**src/rtl/fp_sig_unpack_pipe.sv**
```systemverilog
// Two-stage pipelined significand unpacker for half/single/native operands.
// S1 selects fields, classifies and counts leading zeros; S2 normalises with a log shifter.
module fp_sig_unpack_pipe #(
    parameter int EW = 11,
    parameter int FW = 52,
    localparam int N   = 1 + EW + FW,
    localparam int LZW = $clog2(FW + 2)
) (
    input  logic           clk,
    input  logic           rst_n,
    input  logic           in_valid,
    output logic           in_ready,
    input  logic [1:0]     fmt,
    input  logic [N-1:0]   fp,
    output logic           out_valid,
    input  logic           out_ready,
    output logic           sign,
    output logic [EW-1:0]  exp,
    output logic [FW-1:0]  h,
    output logic [FW:0]    sig,
    output logic [LZW-1:0] lz,
    output logic           is_zero,
    output logic           is_sub,
    output logic           is_inf,
    output logic           is_nan,
    output logic           fz,
    output logic           err
);

    logic           sel_sign;
    logic [EW-1:0]  sel_exp;
    logic [FW-1:0]  sel_h;
    logic           sel_eones;
    logic           sel_err;
    logic           sel_hidden;
    logic           sel_fzero;
    logic           sel_ezero;
    logic           sel_zero, sel_sub, sel_inf, sel_nan, sel_fz;
    logic [FW:0]    sel_sig;
    logic [LZW-1:0] lz_calc;

    logic           s1_v_reg;
    logic           s1_sign_reg;
    logic [EW-1:0]  s1_exp_reg;
    logic [FW:0]    s1_sig_reg;
    logic [LZW-1:0] s1_lz_reg;
    logic           s1_zero_reg, s1_sub_reg, s1_inf_reg, s1_nan_reg;
    logic           s1_fz_reg, s1_err_reg;

    logic           s2_rdy;
    logic [FW:0]    shf [LZW+1];

    assign s2_rdy   = !out_valid || out_ready;
    assign in_ready = !s1_v_reg || s2_rdy;

    // Field select; the all-ones exponent test uses the format's own exponent width.
    always_comb begin
        sel_sign  = 1'b0;
        sel_exp   = '0;
        sel_h     = '0;
        sel_eones = 1'b0;
        sel_err   = 1'b0;
        case (fmt)
            2'b00: begin
                sel_sign  = fp[15];
                sel_exp   = EW'(fp[14:10]);
                sel_h     = FW'(fp[9:0]) << (FW - 10);
                sel_eones = &fp[14:10];
            end
            2'b01: begin
                sel_sign  = fp[31];
                sel_exp   = EW'(fp[30:23]);
                sel_h     = FW'(fp[22:0]) << (FW - 23);
                sel_eones = &fp[30:23];
            end
            2'b10: begin
                sel_sign  = fp[N-1];
                sel_exp   = fp[N-2:FW];
                sel_h     = fp[FW-1:0];
                sel_eones = &fp[N-2:FW];
            end
            default: sel_err = 1'b1;
        endcase
    end

    // A reserved format zeroes every field, so flags are masked to keep err the only output set.
    assign sel_ezero  = (sel_exp == '0);
    assign sel_fzero  = (sel_h == '0);
    assign sel_hidden = !sel_ezero && !sel_eones;
    assign sel_zero   = !sel_err && sel_ezero && sel_fzero;
    assign sel_sub    = !sel_err && sel_ezero && !sel_fzero;
    assign sel_inf    = sel_eones && sel_fzero;
    assign sel_nan    = sel_eones && !sel_fzero;
    assign sel_fz     = !sel_err && sel_fzero;
    assign sel_sig    = {sel_hidden, sel_h};

    always_comb begin
        lz_calc = '0;
        for (int i = 0; i <= FW; i++) begin
            if (sel_sig[i]) begin
                lz_calc = LZW'(FW - i);
            end
        end
        if (!sel_sub) begin
            lz_calc = '0;
        end
    end

    always_ff @(posedge clk or negedge rst_n) begin
        if (!rst_n) begin
            s1_v_reg    <= 1'b0;
            s1_sign_reg <= 1'b0;
            s1_exp_reg  <= '0;
            s1_sig_reg  <= '0;
            s1_lz_reg   <= '0;
            s1_zero_reg <= 1'b0;
            s1_sub_reg  <= 1'b0;
            s1_inf_reg  <= 1'b0;
            s1_nan_reg  <= 1'b0;
            s1_fz_reg   <= 1'b0;
            s1_err_reg  <= 1'b0;
        end else if (in_ready) begin
            s1_v_reg <= in_valid;
            if (in_valid) begin
                s1_sign_reg <= sel_sign;
                s1_exp_reg  <= sel_exp;
                s1_sig_reg  <= sel_sig;
                s1_lz_reg   <= lz_calc;
                s1_zero_reg <= sel_zero;
                s1_sub_reg  <= sel_sub;
                s1_inf_reg  <= sel_inf;
                s1_nan_reg  <= sel_nan;
                s1_fz_reg   <= sel_fz;
                s1_err_reg  <= sel_err;
            end
        end
    end

    // Logarithmic left shifter: stage gi shifts by 2**gi when lz bit gi is set.
    assign shf[0] = s1_sig_reg;
    generate
        for (genvar gi = 0; gi < LZW; gi++) begin : g_shift
            assign shf[gi+1] = s1_lz_reg[gi] ? (shf[gi] << (2 ** gi)) : shf[gi];
        end
    endgenerate

    always_ff @(posedge clk or negedge rst_n) begin
        if (!rst_n) begin
            out_valid <= 1'b0;
            sign      <= 1'b0;
            exp       <= '0;
            h         <= '0;
            sig       <= '0;
            lz        <= '0;
            is_zero   <= 1'b0;
            is_sub    <= 1'b0;
            is_inf    <= 1'b0;
            is_nan    <= 1'b0;
            fz        <= 1'b0;
            err       <= 1'b0;
        end else if (s2_rdy) begin
            out_valid <= s1_v_reg;
            if (s1_v_reg) begin
                sign    <= s1_sign_reg;
                exp     <= s1_exp_reg;
                h       <= s1_sig_reg[FW-1:0];
                sig     <= shf[LZW];
                lz      <= s1_lz_reg;
                is_zero <= s1_zero_reg;
                is_sub  <= s1_sub_reg;
                is_inf  <= s1_inf_reg;
                is_nan  <= s1_nan_reg;
                fz      <= s1_fz_reg;
                err     <= s1_err_reg;
            end
        end
    end

endmodule

```
**config.mk**
```make
export PLATFORM = sky130hd
export DESIGN_NAME = fp_sig_unpack_pipe
export DESIGN_NICKNAME = d
export VERILOG_FILES = /design/src/rtl/fp_sig_unpack_pipe.sv
export SDC_FILE = /design/constraint.sdc
export NUM_CORES = 1
export LEC_CHECK = 0
export CORE_MARGIN = 2
export CORE_UTILIZATION = 34
export DETAILED_ROUTE_END_ITERATION = 16
export PLACE_DENSITY = 0.58
export SETUP_SLACK_MARGIN = 0.1
export SYNTH_ARGS = -nofsm -noshare
export SYNTH_HDL_FRONTEND = slang
export SYNTH_SLANG_ARGS = --single-unit
```
**constraint.sdc**
```tcl
create_clock -name clk -period 3.4 [get_ports clk]
set_input_delay 0.85 -clock clk [delete_from_list [all_inputs] [get_ports clk]]
set_output_delay 0.85 -clock clk [all_outputs]
set_load 0.01 [all_outputs]
```
## Word-level counts from Yosys, hierarchy flattened

Index checks and enable logic that the tools add are counted.

| storage, ports and cells | value |
|---|---|
| bits in registers | 208 |
| latch bits | 0 |
| bits in writable memories | 0 |
| ROM bits | 0 |
| input bits | 70 |
| logic and storage cells | 113 |
| memories kept | 0 |

| cells by class | value |
|---|---|
| add/subtract/negate cells | 0 |
| multipliers | 0 |
| div/mod/pow operators | 0 |
| $lt $le $gt $ge | 0 |
| eq/ne operators | 2 |
| shifts and indexed selects | 0 |
| mux-type cells | 65 |
| bitwise gates (word level) | 0 |
| reductions and logical operators | 23 |

Operators by type and width:

| kind | number |
|---|---|
| two-way mux 6 bit | 54 |
| two-way mux 53 bit | 6 |
| one-hot mux 52 bit (3 select lines) | 1 |
| logical NOT 52 bit | 1 |
| one-hot mux 11 bit (3 select lines) | 1 |
| logical NOT 11 bit | 1 |
| AND reduction 11 bit | 1 |
| AND reduction 8 bit | 1 |
| logical AND 1 bit | 7 |
| one-hot mux 1 bit (3 select lines) | 2 |
| logical NOT 1 bit | 5 |
| AND reduction 5 bit | 1 |
| AND reduction 2 bit | 2 |
| OR reduction 3 bit | 1 |
| == test 2 x 1 -> 1 bit, second input constant | 1 |
| == test 2 bit, second input constant | 1 |
| logical NOT 2 bit | 1 |
| logical OR 1 bit | 2 |
| two-way mux 1 bit | 1 |

## Depth between registers and ports, before layout

| depth | value |
|---|---|
| word-level depth | 56 |
| depth in mapped cells | 11 |
| gate-level depth less buffers | 7 |

## Least setup slack after synthesis

Ideal clock, no wire load.

| timing | value |
|---|---|
| path kind | in2reg |
| start | in fmt[1] |
| end | reg s1_lz_reg[2] |
| library setup time | 0.122 ns |
| arrival | 2.614 ns |
| data required time | 3.278 ns |
| setup slack | 0.665 ns |
| stages | 9 |
| cell sequence | buf_6 buf_8 mux2i_1 o22ai_1 nor4_4 nand4_2 nor4_4 nor3_2 a32o_1 |

| on the way | value |
|---|---|
| cells in the longest elaborated chain, start to end | 56 |
| elaborated cells on any way between the ends | 69 |
| those cells by class | eq/ne: 2; mux: 57; reduce/logical: 10 |

RTL lines:

| item | line | source |
|---|---|---|
| from (decl) | 13 | `input logic [1:0] fmt,` |
| == test 2 bit (tied with other cells) | 63 | `case (fmt)` |
| one-hot mux 52 bit (3 select lines) | 63 |  |
| two-way mux 6 bit (53 in a row) | 100 | `if (sel_sig[i]) begin` |
| two-way mux 6 bit * | 104 | `if (!sel_sub) begin` |
| to (signal assigned) | 128 | `s1_lz_reg <= lz_calc;` |
| to (decl) | 46 | `logic [LZW-1:0] s1_lz_reg;` |

Every way passes the cells marked *; elsewhere a longest branch is shown, timed or not.
A chain may end at the register's enable or synchronous reset.

## Worst setup path in the final report

| timing | value |
|---|---|
| start | in fp[13] |
| end | reg s1_lz_reg[0] |

| on the way | value |
|---|---|
| cells in the longest elaborated chain, start to end | 42 |
| elaborated cells on any way between the ends | 53 |
| those cells by class | mux: 44; reduce/logical: 9 |

RTL lines:

| item | line | source |
|---|---|---|
| from (decl) | 14 | `input logic [N-1:0] fp,` |
| one-hot mux 52 bit (3 select lines) | 63 |  |
| two-way mux 6 bit (40 in a row) | 100 |  |
| two-way mux 6 bit * | 104 |  |

Marks and branches as above.

==> run_results.csv <==
group,metric,value,unit
critical_path,reg2reg_depth,8,
timing,rsz0062_at_grt,"no",
critical_path,r2r_slack,0.65,ns
global_routing,track_usage,0.2396,
timing,fmax,0.3322,GHz
global_routing,grt_pass1_wl,67.94,mm
global_routing,grt_pass1_vias,11280,
cells_and_area,layout-drive-gt1-share,0.1367,
detailed_routing,dr.pass1.iters,8,
critical_path,critPathBufInv,3,
critical_path,worstPathArrival,3.46,ns
cells_and_area,area_growth,31.99,%
cts,clock-sinks,208,
critical_path,timing.rr.end,"sig[40]",
critical_path,critPathMaxStageDelay,0.72,ns
synthesis,ys_async_sr_fraction,1.000,
critical_path,startpoint,"fp[13]",
synthesis,post-synth-top-area-cell,"dfrtp_1",
critical_path,crit_required,3.85,ns
cts,cts-root-buf,"clkbuf_16",
cts,clk_path_buf_depth,3,
timing,slew_violations,0,
pwr,leakage,0.007225,µW
cts,cts_buffers,24,
min_path,hp-class,"in2async",
synthesis,yosysMostFrequentCell,"nand2_1",
critical_path,end_kind,"register",
synthesis,synth_edf_count,0,
timing,fin_crit_sh,0.8853,
global_routing,grt_overflow,0,
place,hpwl,33.81,mm
pwr,powerDensity,490.6,nW/µm²
cts,insertion_delay,0.53,ns
status,outcome,"complete, no violations",
place,place_area,15170,µm²
critical_path,crit_path_max_fanout,7,
floorplanning,num_rows,69,
pwr,irDropWorstVdd,0.0003122,V
synthesis,synth_common_cells,"467 x nand2_1, 208 x dfrtp_1, 94 x o21ai_0",
synthesis,syn_area,12100,µm²
timing,skew,0.02590,ns
run,cap_violations,0,
floorplanning,die_area,37110,µm²
critical_path,cp.depth,9,
place,gp_routability_congestion,0.8957,
synthesis,ys_warn_count,0,
detailed_routing,drcViolationCount,0,
critical_path,endpoint,"s1_lz_reg[0]",
synthesis,synth_seq_area_share,0.4302,
detailed_routing,detail_route.wl_per_cell,21.06,µm
cells_and_area,regArea,5207,µm²
synthesis,synth_top_area_share,0.4302,
detailed_routing,drt-total-wl,44.23,mm
timing,finalHoldViolations,0,
critical_path,cp_cell_sequence,"clkdlybuf4s50_1 -> inv_1 -> a21oi_1 -> o21ai_0 -> a221oi_1 -> a211oi_1 -> buf_4 -> o31ai_1 -> a32o_1",
detailed_routing,vias,11500,
synthesis,synth_fp_nets,1459,
critical_path,crit_slowest_cell,"clkdlybuf4s50_1",
floorplanning,num_io_pins,201,
global_routing,grt_max_degree,97,
cts,cts.clk_slew.worst_paths,0.06,ns
critical_path,crit_family,"compound AO/OA/AOI/OAI gates",
cts,cts.hold.buffers_added,0,
synthesis,synth_ff_type,"dfrtp_1",
cells_and_area,fin_area,15970,µm²
cells_and_area,multi_input_area,6412,µm²
pwr,p_total,7835,µW
detailed_routing,drtIter0Drc,1057,
global_routing,antenna_found_initial,0,
floorplanning,coreArea,35310,µm²
timing,worst_pin_slew,0.8228,ns
detailed_routing,drtAntennaViolNets,0,
synthesis,synth_cells,1389,
synthesis,syn_avg_cell_area,8.710,µm²
synthesis,synth.distinct_cells,60,
cts,postCtsSetupRepairBufs,0,
critical_path,start_kind,"input port",
cells_and_area,diodes,0,
timing,setup_viol,0,
timing,period_needed,3.010,ns
detailed_routing,viasPerCell,5.475,
synthesis,synth-seq-cells,208,
floorplanning,die_h,192.6,µm
cts,cts_resized,0,
cells_and_area,nFillCells,3479,
cts,cts_tree,"done",
place,io_buffer_count,200,
timing,max_slew_margin,0.4515,
cells_and_area,nets,1691,
critical_path,crit_type,"in2reg",
floorplanning,start_util,0.3426,
cts,htreeDepth,1,
synthesis,synth_area_leaders,"dfrtp_1 43%, nand2_1 14%, mux4_2 9.9%, mux2i_1 4.5%, o21ai_0 3.9%",
floorplanning,dieWidth,192.6,µm
critical_path,r2r_start,"s1_lz_reg[0]",
## through the flow
stage	utilization	setup slack (ns)	TNS (ns)	instances	hold WS, ns
6_report	0.4522	0.3900	0	2100	0.3014
5_1_grt	0.4522	0.3592	0	2100	0.3404
4_1_cts	0.4522	0.4380	0	2100	0.3276
3_5_place_dp	0.4297	-0.07873	-0.1909	2056	0.4601
3_3_place_gp	0.4297	-0.05642	-0.1035	2056	0.4539
2_1_floorplan	-	0.6649	0	1389	0.4386
## cells by family (layout without fill, tap and decap cells)
family,after synthesis,count (layout),share of synthesized area
mux,111,111,0.1471
simple gates,671,671,0.2326
buf+inv,116,366,0.04106
flops,208,208,0.4302
compound gates,283,283,0.1490
## layer usage
layer | track usage | vias up | wire, µm
li1 | - | 5359 | -
met1 | 0.3522 | 5549 | 20400
met2 | 0.3672 | 511 | 19580
met3 | 0.03128 | 79 | 2797
met4 | 0.07164 | 0 | 1450
met5 | 0 | - | 0
## where the power goes
part           internal (µW)  switching, µW
Clock                   1540           1050
Combinational           1040           1100
Sequential              2800            306
## worst min-delay path by stage
stage	from	end	cells after the start
after floorplan	s1_exp_reg[0]	exp[0]	2
after global placement	s1_exp_reg[7]	exp[7]	2
after detailed placement	s1_inf_reg	is_inf	2
after CTS	rst_n	sig[14]	1
after global routing	rst_n	sig[5]	1
final	rst_n	sig[14]	1
## worst reg2reg max path: cells and delay by family (launching register included)
family          cells  cell delay (ns)
mux                 3             1.26
buf+inv             1             0.32
compound gates      3             0.57
flops               1             0.39
simple gates        1             0.09
## layout by cell type, fill, tap and decap left out, types with 13 or more instances in the layout
cell type and n:
buf_4 102, nand2_1 465, a21oi_1 60, clkdlybuf4s50_1 199
mux2i_1 54, dfrtp_1 206, mux4_2 53, nor2_1 90
o21ai_0 94, a22o_1 25, clkbuf_16 25, a31oi_1 13
nand3_1 38
## layout make-up
| type | instances | area share |
|---|---|---|
| Clock buffer | 36 | 0.04490 |
| Clock inverter | 8 | 0.004858 |
| Inverter | 12 | 0.002821 |
| Multi-Input combinational cell | 1065 | 0.4016 |
| Sequential cell | 208 | 0.3261 |
| Tap cell | 461 | 0.03612 |
| Timing Repair Buffer | 310 | 0.1836 |
(Power assumes the default switching activity.)
